<file path="src/rtl/gate_seq_pkg.sv">
// Shared types and constants for the 2-input gate vector sequencer.
package gate_seq_pkg;
  localparam int VEC_W = 2;

  localparam logic [3:0] TRUTH_AND  = 4'b1000;
  localparam logic [3:0] TRUTH_OR   = 4'b1110;
  localparam logic [3:0] TRUTH_XOR  = 4'b0110;
  localparam logic [3:0] TRUTH_NAND = 4'b0111;
  localparam logic [3:0] TRUTH_NOR  = 4'b0001;

  localparam logic [2:0] ERR_MAX = 3'd4;

  typedef enum logic [1:0] {
    IDLE = 2'd0,
    RUN  = 2'd1,
    DONE = 2'd2
  } state_e;
endpackage

</file>
<file path="src/rtl/gate_vector_sequencer_hold_timer.sv">
// Per-vector hold counter; o_last flags the final cycle of a hold window.
module hold_timer #(
  parameter int HOLD_CYCLES = 10
) (
  input  logic clk,
  input  logic rst_n,
  input  logic i_clr,
  input  logic i_en,
  output logic o_last
);
  localparam logic [7:0] LAST = 8'(HOLD_CYCLES - 1);

  logic [7:0] r_cnt;

  always_ff @(posedge clk) begin
    if (!rst_n)     r_cnt <= '0;
    else if (i_clr) r_cnt <= '0;
    else if (i_en)  r_cnt <= r_cnt + 8'd1;
  end

  assign o_last = (r_cnt == LAST);
endmodule

</file>
<file path="src/rtl/gate_vector_sequencer.sv">
// Drives {a,b} through 00..11, samples c at the end of each hold window and
// scores it against TRUTH.
module gate_vector_sequencer
  import gate_seq_pkg::*;
#(
  parameter int         HOLD_CYCLES = 10,
  parameter logic [3:0] TRUTH       = 4'b1000
) (
  input  logic       clk,
  input  logic       rst_n,
  input  logic       start,
  output logic       a,
  output logic       b,
  input  logic       c,
  output logic       busy,
  output logic       done,
  output logic       pass,
  output logic [2:0] err_count,
  output logic [1:0] first_fail,
  output logic       fail_valid
);
  state_e           r_state, w_next;
  logic [VEC_W-1:0] r_vec;
  logic             r_busy, r_done, r_pass, r_fv;
  logic [2:0]       r_err, w_err_nxt;
  logic [1:0]       r_ff;
  logic             w_go, w_cmp, w_mis, w_fin, w_last;

  hold_timer #(.HOLD_CYCLES(HOLD_CYCLES)) u_timer (
    .clk   (clk),
    .rst_n (rst_n),
    .i_clr (w_go | w_cmp),
    .i_en  (r_state == RUN),
    .o_last(w_last)
  );

  always_ff @(posedge clk) begin
    if (!rst_n) r_state <= IDLE;
    else        r_state <= w_next;
  end

  always_comb begin
    w_next = r_state;
    w_go   = 1'b0;
    w_cmp  = 1'b0;
    case (r_state)
      IDLE, DONE: if (start) begin
        w_next = RUN;
        w_go   = 1'b1;
      end
      RUN: if (w_last) begin
        w_cmp = 1'b1;
        if (r_vec == 2'b11) w_next = DONE;
      end
      default: w_next = IDLE;
    endcase
  end

  assign w_mis     = w_cmp && (c != TRUTH[r_vec]);
  assign w_fin     = w_cmp && (r_vec == 2'b11);
  assign w_err_nxt = (w_mis && r_err != ERR_MAX) ? r_err + 3'd1 : r_err;

  always_ff @(posedge clk) begin
    if (!rst_n) begin
      r_vec  <= '0;
      r_busy <= 1'b0;
      r_done <= 1'b0;
      r_pass <= 1'b0;
      r_err  <= '0;
      r_ff   <= '0;
      r_fv   <= 1'b0;
    end else if (w_go) begin
      r_vec  <= '0;
      r_busy <= 1'b1;
      r_done <= 1'b0;
      r_pass <= 1'b0;
      r_err  <= '0;
      r_ff   <= '0;
      r_fv   <= 1'b0;
    end else if (w_cmp) begin
      // 11 -> 00 wrap lands together with the move to DONE
      r_vec <= r_vec + 2'd1;
      r_err <= w_err_nxt;
      if (w_mis && !r_fv) begin
        r_ff <= r_vec;
        r_fv <= 1'b1;
      end
      if (w_fin) begin
        r_busy <= 1'b0;
        r_done <= 1'b1;
        r_pass <= (w_err_nxt == 3'd0);
      end
    end
  end

  assign a          = r_vec[1];
  assign b          = r_vec[0];
  assign busy       = r_busy;
  assign done       = r_done;
  assign pass       = r_pass;
  assign err_count  = r_err;
  assign first_fail = r_ff;
  assign fail_valid = r_fv;
endmodule

</file>
<file path="config.mk">
export PLATFORM = sky130hd
export DESIGN_NAME = gate_vector_sequencer
export DESIGN_NICKNAME = d
export VERILOG_FILES = /design/src/rtl/gate_seq_pkg.sv /design/src/rtl/gate_vector_sequencer_hold_timer.sv /design/src/rtl/gate_vector_sequencer.sv
export SDC_FILE = /design/constraint.sdc
export NUM_CORES = 1
export LEC_CHECK = 0
export ABC_AREA = 1
export CAP_MARGIN = 0
export CORE_MARGIN = 2
export CORE_UTILIZATION = 55
export CTS_CLUSTER_SIZE = 12
export DETAILED_ROUTE_END_ITERATION = 10
export PLACE_DENSITY = 0.9
export SLEW_MARGIN = 25
export SYNTH_ARGS = -nofsm -noshare
export SYNTH_HDL_FRONTEND = slang
export SYNTH_SLANG_ARGS = --single-unit
</file>
<file path="constraint.sdc">
create_clock -name clk -period 2.9 [get_ports clk]
set_input_delay 0.58 -clock clk [delete_from_list [all_inputs] [get_ports clk]]
set_output_delay 0.58 -clock clk [all_outputs]
set_load 0.005 [all_outputs]
</file>
==> results of run 1 <==
[state kept, by name, indices dropped and copies added, names as in the netlist]
register,count
u_timer.r_cnt,8
pass,1
r_vec,2
first_fail,2
err_count,3
busy,1
done,1
r_state,2
fail_valid,1
[cells in the final DEF, fill, tap and decap left out, types with 3 or more instances in the layout]
master           count
a21oi_1              9
nor2_1              19
clkdlybuf4s50_1     14
nand2_1             15
clkbuf_4             3
ha_1                 5
nand3_1              7
dfxtp_1             21
o21ai_0              7
nor2_2               3
xnor2_1              3
inv_1               26
nand4_1              3
[cell type report]
class,count,area [um^2]
Clock buffer,3,22.5
Inverter,26,97.6
Multi-Input combinational cell,81,453
Clock inverter,1,5.00
Fill cell,142,529
Sequential cell,21,420
Timing Repair Buffer,14,140
Tap cell,17,21.3
[logic make-up after synthesis]
| kind of cell | Yosys count | synth area share |
|---|---|---|
| flip-flops | 21 | 0.433 |
| AO/OA/AOI/OAI | 19 | 0.106 |
| buffers and inverters | 26 | 0.101 |
| AND/OR/NAND/NOR | 52 | 0.251 |
| adder cells (fa/ha/maj) | 5 | 0.0644 |
| XOR/XNOR | 5 | 0.0451 |
[power groups by stage]
stage	clock, mW	sequential, mW	combinational [mW]
floorplan	0	0.301	0.0195
global placement	0	0.302	0.0296
detailed placement	0	0.302	0.0308
CTS	0.141	0.295	0.0311
global route	0.149	0.296	0.0358
finish	0.137	0.295	0.0308
[metal layers]
metal  global-route usage  share of wire
met3               0.0397          0.025
met1                0.244           0.46
met2                0.336           0.51
met5                    0              0
met4               0.0857          0.012
[tightest hold or removal path: cells and delay by family (launching register included)]
family                 cells  cell delay (ps)
AO/OA/AOI/OAI              1               50
flip-flops                 1              330
buffers and inverters      1               50
[Yosys cell counts]
| cell type | count | area, um^2 |
|---|---|---|
| nor3_4 | 1 | 16.3 |
| o21a_1 | 2 | 15.0 |
| nor4_1 | 1 | 6.26 |
| nor3_1 | 1 | 5.00 |
| nand3_1 | 7 | 35.0 |
| nor2_2 | 3 | 18.8 |
| nand2_1 | 15 | 56.3 |
| inv_1 | 26 | 97.6 |
| nand2_2 | 1 | 6.26 |
| xor2_1 | 2 | 17.5 |
| o31ai_1 | 1 | 7.51 |
| nand4_1 | 3 | 18.8 |
| ha_1 | 5 | 62.6 |
| nor3_2 | 1 | 10.0 |
| a21oi_1 | 9 | 45.0 |
| o21ai_0 | 7 | 35.0 |
| xnor2_1 | 3 | 26.3 |
| nor2_1 | 19 | 71.3 |
| dfxtp_1 | 21 | 420 |
[worst min-delay path by stage]
stage	end	cells after the start	slack (ps)	from
CTS	first_fail[1]	2	460	first_fail[1]
global placement	first_fail[1]	2	430	first_fail[1]
detailed placement	first_fail[1]	2	440	first_fail[1]
finish	first_fail[0]	2	460	first_fail[0]
global route	first_fail[0]	2	480	first_fail[0]
floorplan	first_fail[0]	2	440	first_fail[0]
[per-stage QoR]
stage / util / setup WS (ps) / area, um^2 / instances
detailed placement: 0.670 / 790 / 1130 / 159
global route: 0.687 / 918 / 1160 / 163
finish: 0.687 / 1090 / 1160 / 163
floorplan: - / 1420 / 971 / 128
global placement: 0.670 / 875 / 1130 / 159
CTS: 0.687 / 1070 / 1160 / 163
==> run summary, run 1 <==
The run finished with clean final reports. In this run the standard cell core region covers 1690 um^2. The yosys synthesis warning count is 0, and the post-synthesis area per instance is 7.59 um^2.

Summed over all failing endpoints, the final setup total negative slack is 0 ps. From synthesis to final layout, the design area changed by 19.5%. The later pin in the worst-skew pair is clocked with a latency of 300 ps. The synthesized netlist contains 19 unique library cells. The start point of the critical path was err_count[0].

The floorplan die width is 46.0 um. The run gives 0 as the number of antenna violations at the first check in global routing. Global routing finished with a remaining overflow of 0. On the critical path, the stage with the largest delay is an instance of clkdlybuf4s50_1. At the end of routability-driven placement, the weighted congestion stood at 0.795.

Subtracting the final worst setup slack from the clock period gives 1810 ps. At the worst endpoint, the arrival time is 1230 ps. Broken down by cell family, the worst path's largest delay share belongs to buffers and inverters. The run gives 1230 ps as the setup slack on the worst flop-to-flop path.

The floorplan step set the die height to 46.0 um. The first-pass GRT wire length is 3060 um. The final net count was 156.

The tools report the total clock sinks as 21. The tools report the critical register-to-register path endpoint as pass. Buffers added to address setup during post-CTS repair amount to 0. The wire length after detailed routing is 1810 um.

The maximum number of pins on one net before global-route repair is 13, and the post-synthesis instance area is 971 um^2. The HPWL after detailed placement is 1400 um. The average detailed-routed wire length per instance came out at 11.1 um. The internal portion of the total power is 0.356 mW. For the detailed-route DRC error count, the log shows 0.

The combinational share of power is 0.067, and the worst max-slew margin expressed relative to the limit is 0.782. The hold buffer count at CTS is 0, and the number of antenna-violating nets in the routed design is 0. The buffer and inverter count on the worst path was 1. In this run, the number of DRC markers left after iteration 0 of detailed routing was 4. Across the VDD grid, the largest voltage drop is 0.308 mV.

The startpoint type of the worst setup path was a register. For the detailed-route via count, the log shows 829. The number of gates resized after CTS was 0; the clock transition at the registers of the reported paths was 120 ps. The final count of hold timing violations is 0. Capturing instance or port of the critical path: err_count[0]. Dividing total power by cell area gives a power density of 399 nW/um^2. The number of global-route vias before repair is 777, and the total number of placement rows is 15.

The switching share of total power is 0.231, and the total global-route track usage is 0.200. The level count of the clock H-tree is 1. The signal on the critical path passes through clkdlybuf4s50_1. The first-pass iteration count of the detailed router is 4, and the cell count after synthesis is 128. At the worst endpoint, the required time is 2320 ps. Antenna diode count: 0. The initial standard-cell utilization of the core is 0.575. Fraction of the cycle the final worst path needs: 0.624. Derived from the worst setup path, the maximum achievable clock frequency is 553 MHz. The setup-violating endpoint count in the final report is 0, and the clock group share of total power is 0.295. In this run, CTS created clock tree buffers numbering 3. The critical-path maximum fanout was 4; the total of buffers placed on input and output ports was 14. Across the routed clock network, the largest skew measured is 8.52 ps. The number of nets handed over by synthesis was 137. The completed layout was analyzed and its total power is 0.463 mW. The logs give 0.638 for the sequential group share of total power and 0 for the max-slew violation total from the final report.

Summed over all cells, the static leakage comes to 0.459 nW. The area of the die is 2120 um^2, and the number of vias per cell after detailed routing is 5.09. The largest single stage delay on the critical path is 520 ps. In this run the deepest clock path goes through 2 buffers.

The reg-to-reg startpoint was u_timer.r_cnt[0]. The class of the most critical setup path is register to output pin. The cell depth of the worst setup path works out to 1. The tools report the root buffer selected by CTS as clkbuf_4. The run gives 0.107 mW as the switching component of the power. For the count of pins on the block boundary, the log shows 15. For the worst flop-to-flop path, the logic depth is 9. TritonCTS built the clock tree.

The worst hold path belongs to the class register to register. Kind of end point of the critical path: an output pin. The smallest hold slack came out at 456 ps. The share of cells above drive strength 1 is 0.0685, and the number of maximum-capacitance violations is 0. The sequential share of the synthesized area is 0.433.

Setup repair after global routing left no endpoint under its margin. Counting flops and latches in the post-synthesis netlist gives 21. For the pin with the worst max-slew slack, the measured transition is 326 ps.
(Power assumes the default switching activity.)
==> run 2: changes to the inputs <==
--- a/config.mk
+++ b/config.mk
@@ -8,10 +8,10 @@
 export ABC_AREA = 1
 export CAP_MARGIN = 0
 export CORE_MARGIN = 2
-export CORE_UTILIZATION = 55
+export CORE_UTILIZATION = 51
 export CTS_CLUSTER_SIZE = 12
 export DETAILED_ROUTE_END_ITERATION = 10
-export PLACE_DENSITY = 0.9
+export PLACE_DENSITY = 0.85
 export SLEW_MARGIN = 25
 export SYNTH_ARGS = -nofsm -noshare
 export SYNTH_HDL_FRONTEND = slang
==> constraint.sdc (replaced) <==
create_clock -name clk -period 1.8 [get_ports clk]
set_input_delay 0.36 -clock clk [delete_from_list [all_inputs] [get_ports clk]]
set_output_delay 0.36 -clock clk [all_outputs]
set_load 0.005 [all_outputs]
==> run summary, run 2 (same netlist as run 1, synthesis figures left out) <==
The run gives 15 as the count of pins on the block boundary. The logs give 0 for the antenna diode count and 172 for the number of placed cells counting well taps. The number of maximum-capacitance violations is 0, and the number of antenna violations at the first check in global routing is 0. The slew at the pin closest to its max-slew limit was 324 ps; the average detailed-routed wire length per instance was 11.0 um. In this design, the critical path's most frequently occurring cell is inv_1. The class of the most critical setup path is register to register. The final count of hold timing violations was 0. The first-pass GRT wire length is 3050 um. The longest clock path from root to sink contains 2 buffers. The endpoint identified for the worst register-to-register timing path is busy. After clock tree synthesis, the setup repair step added 0 buffers. The worst hold path cell count was 2; the area of the die was 2270 um^2. In this run the core area contains 15 standard-cell rows. The final net count was 161; the initial DRC count was 19. The worst register-to-register path begins at u_timer.r_cnt[1].

The shortest clock period the worst path allows after layout is 1620 ps. The total clock sinks is 21, and the combinational share of power is 0.084. Traced cell by cell, the critical path runs through inv_1, ha_1, nand3_1, nor3_4, inv_1, nor2_2, inv_1, a21oi_1, nor2_1.

The path with the worst hold slack has its endpoint at first_fail[0]. The fraction of the cycle the final worst path needs is 0.901, and the total half-perimeter wirelength after legalization and detailed placement is 1550 um. The die outline height was 47.6 um. The leakage dissipation was 0.478 nW. The remaining global-route overflow was 0; the maximum single-stage delay on the critical path was 330 ps. The class of the worst hold path was register to register. In this design, the largest share of critical-path delay is due to simple AND/OR/NAND/NOR gates. For the max-slew violation total from the final report, the log shows 0. The standard cell area after detailed placement is 1180 um^2. The library cells used most frequently in the layout, excluding fill and tap cells, are 26 x inv_1, 21 x dfxtp_1, 19 x nor2_1. The sequential group share of total power is 0.630, and the floorplan die width is 47.6 um. Across the routed clock network, the largest skew measured is 2.02 ps. After detailed routing, the number of remaining DRC violations is 0. In this run the remaining antenna-violating nets after routing total 0.

Across all register-to-register paths, the minimum setup slack is 180 ps. The detailed-route via count is 854, and the internal power summed over all cells is 0.585 mW. The number of buffers and inverters on the critical path is 3. Summed over all failing endpoints, the final setup total negative slack is 0 ps. The register with the most flip-flops in the layout has 8 of them. The core footprint came out at 1760 um^2. In this run the tool buffered the top-level ports with 14 buffer cells. The run finished with clean final reports. The number of vias per cell after detailed routing is 4.85.

Setup repair after global routing left no endpoint under its margin. The worst setup path is captured at a register. The total global-route track usage was 0.190; the final non-filler cell total was 176. The maximum number of pins on one net before global-route repair was 12.

For the worst flop-to-flop path, the logic depth is 9. The startpoint identified for the worst hold timing path is first_fail[0]. From synthesis to final layout, the design area changed by 24.2%.

The library cell used most frequently in the layout, excluding fill and tap cells, is inv_1. The first detailed-routing pass took 4 iterations. Data required time of the critical path: 1990 ps. The tools report the root buffer selected by CTS as clkbuf_4. The ratio of total power to cell area came out at 624 nW/um^2. For the worst setup path, the data arrival time is 1810 ps. After detailed routing, the total wire length is 1940 um. For the initial standard-cell utilization of the core, the log shows 0.550.

The clock transition at the registers of the reported paths works out to 110 ps. TritonCTS built the clock tree. The later pin in the worst-skew pair is clocked with a latency of 290 ps.

The maximum clock frequency is 617 MHz, and the clock group share of total power is 0.287. The switching share of total power was 0.223. Post-layout instance area: 1210 um^2.

More flip-flops sit in one register than any other, and that register is u_timer.r_cnt. Number of buffers created by CTS: 3. The share of cells above drive strength 1 came out at 0.0927. The run gives 0.168 mW as the switching component of the power. For this design, the slowest cell found on the critical path is dfxtp_1. The worst max-slew margin expressed relative to the limit is 0.783. The run gives 0.827 as the weighted congestion at the end of routability-driven global placement.

The level count of the clock H-tree is 1. The setup-violating endpoint count in the final report was 0; the smallest hold slack was 452 ps. STA classifies the critical path startpoint as a register. The number of global-route vias before repair is 752, and the critical-path maximum fanout is 7. VDD sags by at most 0.348 mV.
run 2: changes by cell type in the layout (fill, tap and decap cells not counted), sizes merged:
cell	change
clkinv	-1
clkbuf	+1
buf	+5
run 2: timing repair:
item / 4_1_cts / 5_1_grt
hold buffers: 0 / 0
gates resized for setup: 0 / 0
endpoints found under the hold margin: 0 / 0
endpoints found under the setup margin: 0 / 4
run 2: layout make-up:
type                    instances  area, um^2
flip-flops and latches         21         420
fillers                       163         558
multi-input cells              81         453
clock buffers                   4        26.3
inverters                      26        97.6
repair buffers                 19         178
well taps                      25        31.3
run 2: stage by stage:
step | util | setup slack [ps] | power (mW)
after detailed placement | 0.669 | 75.2 | 0.547
after global routing | 0.684 | 17.9 | 0.789
after CTS | 0.684 | 124 | 0.759
after global placement | 0.669 | 157 | 0.546
after floorplan | - | 325 | 0.517
final | 0.684 | 179 | 0.753
run 2: worst max path at each step:
stage / from / endpoint / slack, ps / cells after the start
after floorplan: u_timer.r_cnt[1] / busy / 320 / 9
after global placement: rst_n / u_timer.r_cnt[7] / 160 / 7
after detailed placement: c / pass / 80 / 9
after CTS: u_timer.r_cnt[1] / busy / 120 / 9
after global routing: u_timer.r_cnt[1] / busy / 20 / 9
final: u_timer.r_cnt[1] / busy / 180 / 9
run 2: worst min-delay path: cells and delay by family (launching register included):
family | cells | cell delay, ps
flip-flops | 1 | 330
buffers and inverters | 1 | 50
AO/OA/AOI/OAI | 1 | 50
run 2: routing by layer:
layer | vias up | share of wire | global-route usage
met5 | - | 0 | 0
met4 | 0 | 0.0062 | 0.0486
met3 | 2 | 0.024 | 0.0377
met2 | 14 | 0.48 | 0.327
met1 | 389 | 0.49 | 0.243
li1 | 449 | - | -
run 2: power groups by stage:
| stage | Sequential (mW) | Clock, mW | Combinational, mW |
|---|---|---|---|
| 2_1_floorplan | 0.485 | 0 | 0.0314 |
| 3_3_place_gp | 0.484 | 0 | 0.0613 |
| 4_1_cts | 0.474 | 0.222 | 0.0627 |
| 6_report | 0.474 | 0.216 | 0.0629 |
| 3_5_place_dp | 0.485 | 0 | 0.0621 |
| 5_1_grt | 0.475 | 0.243 | 0.0706 |
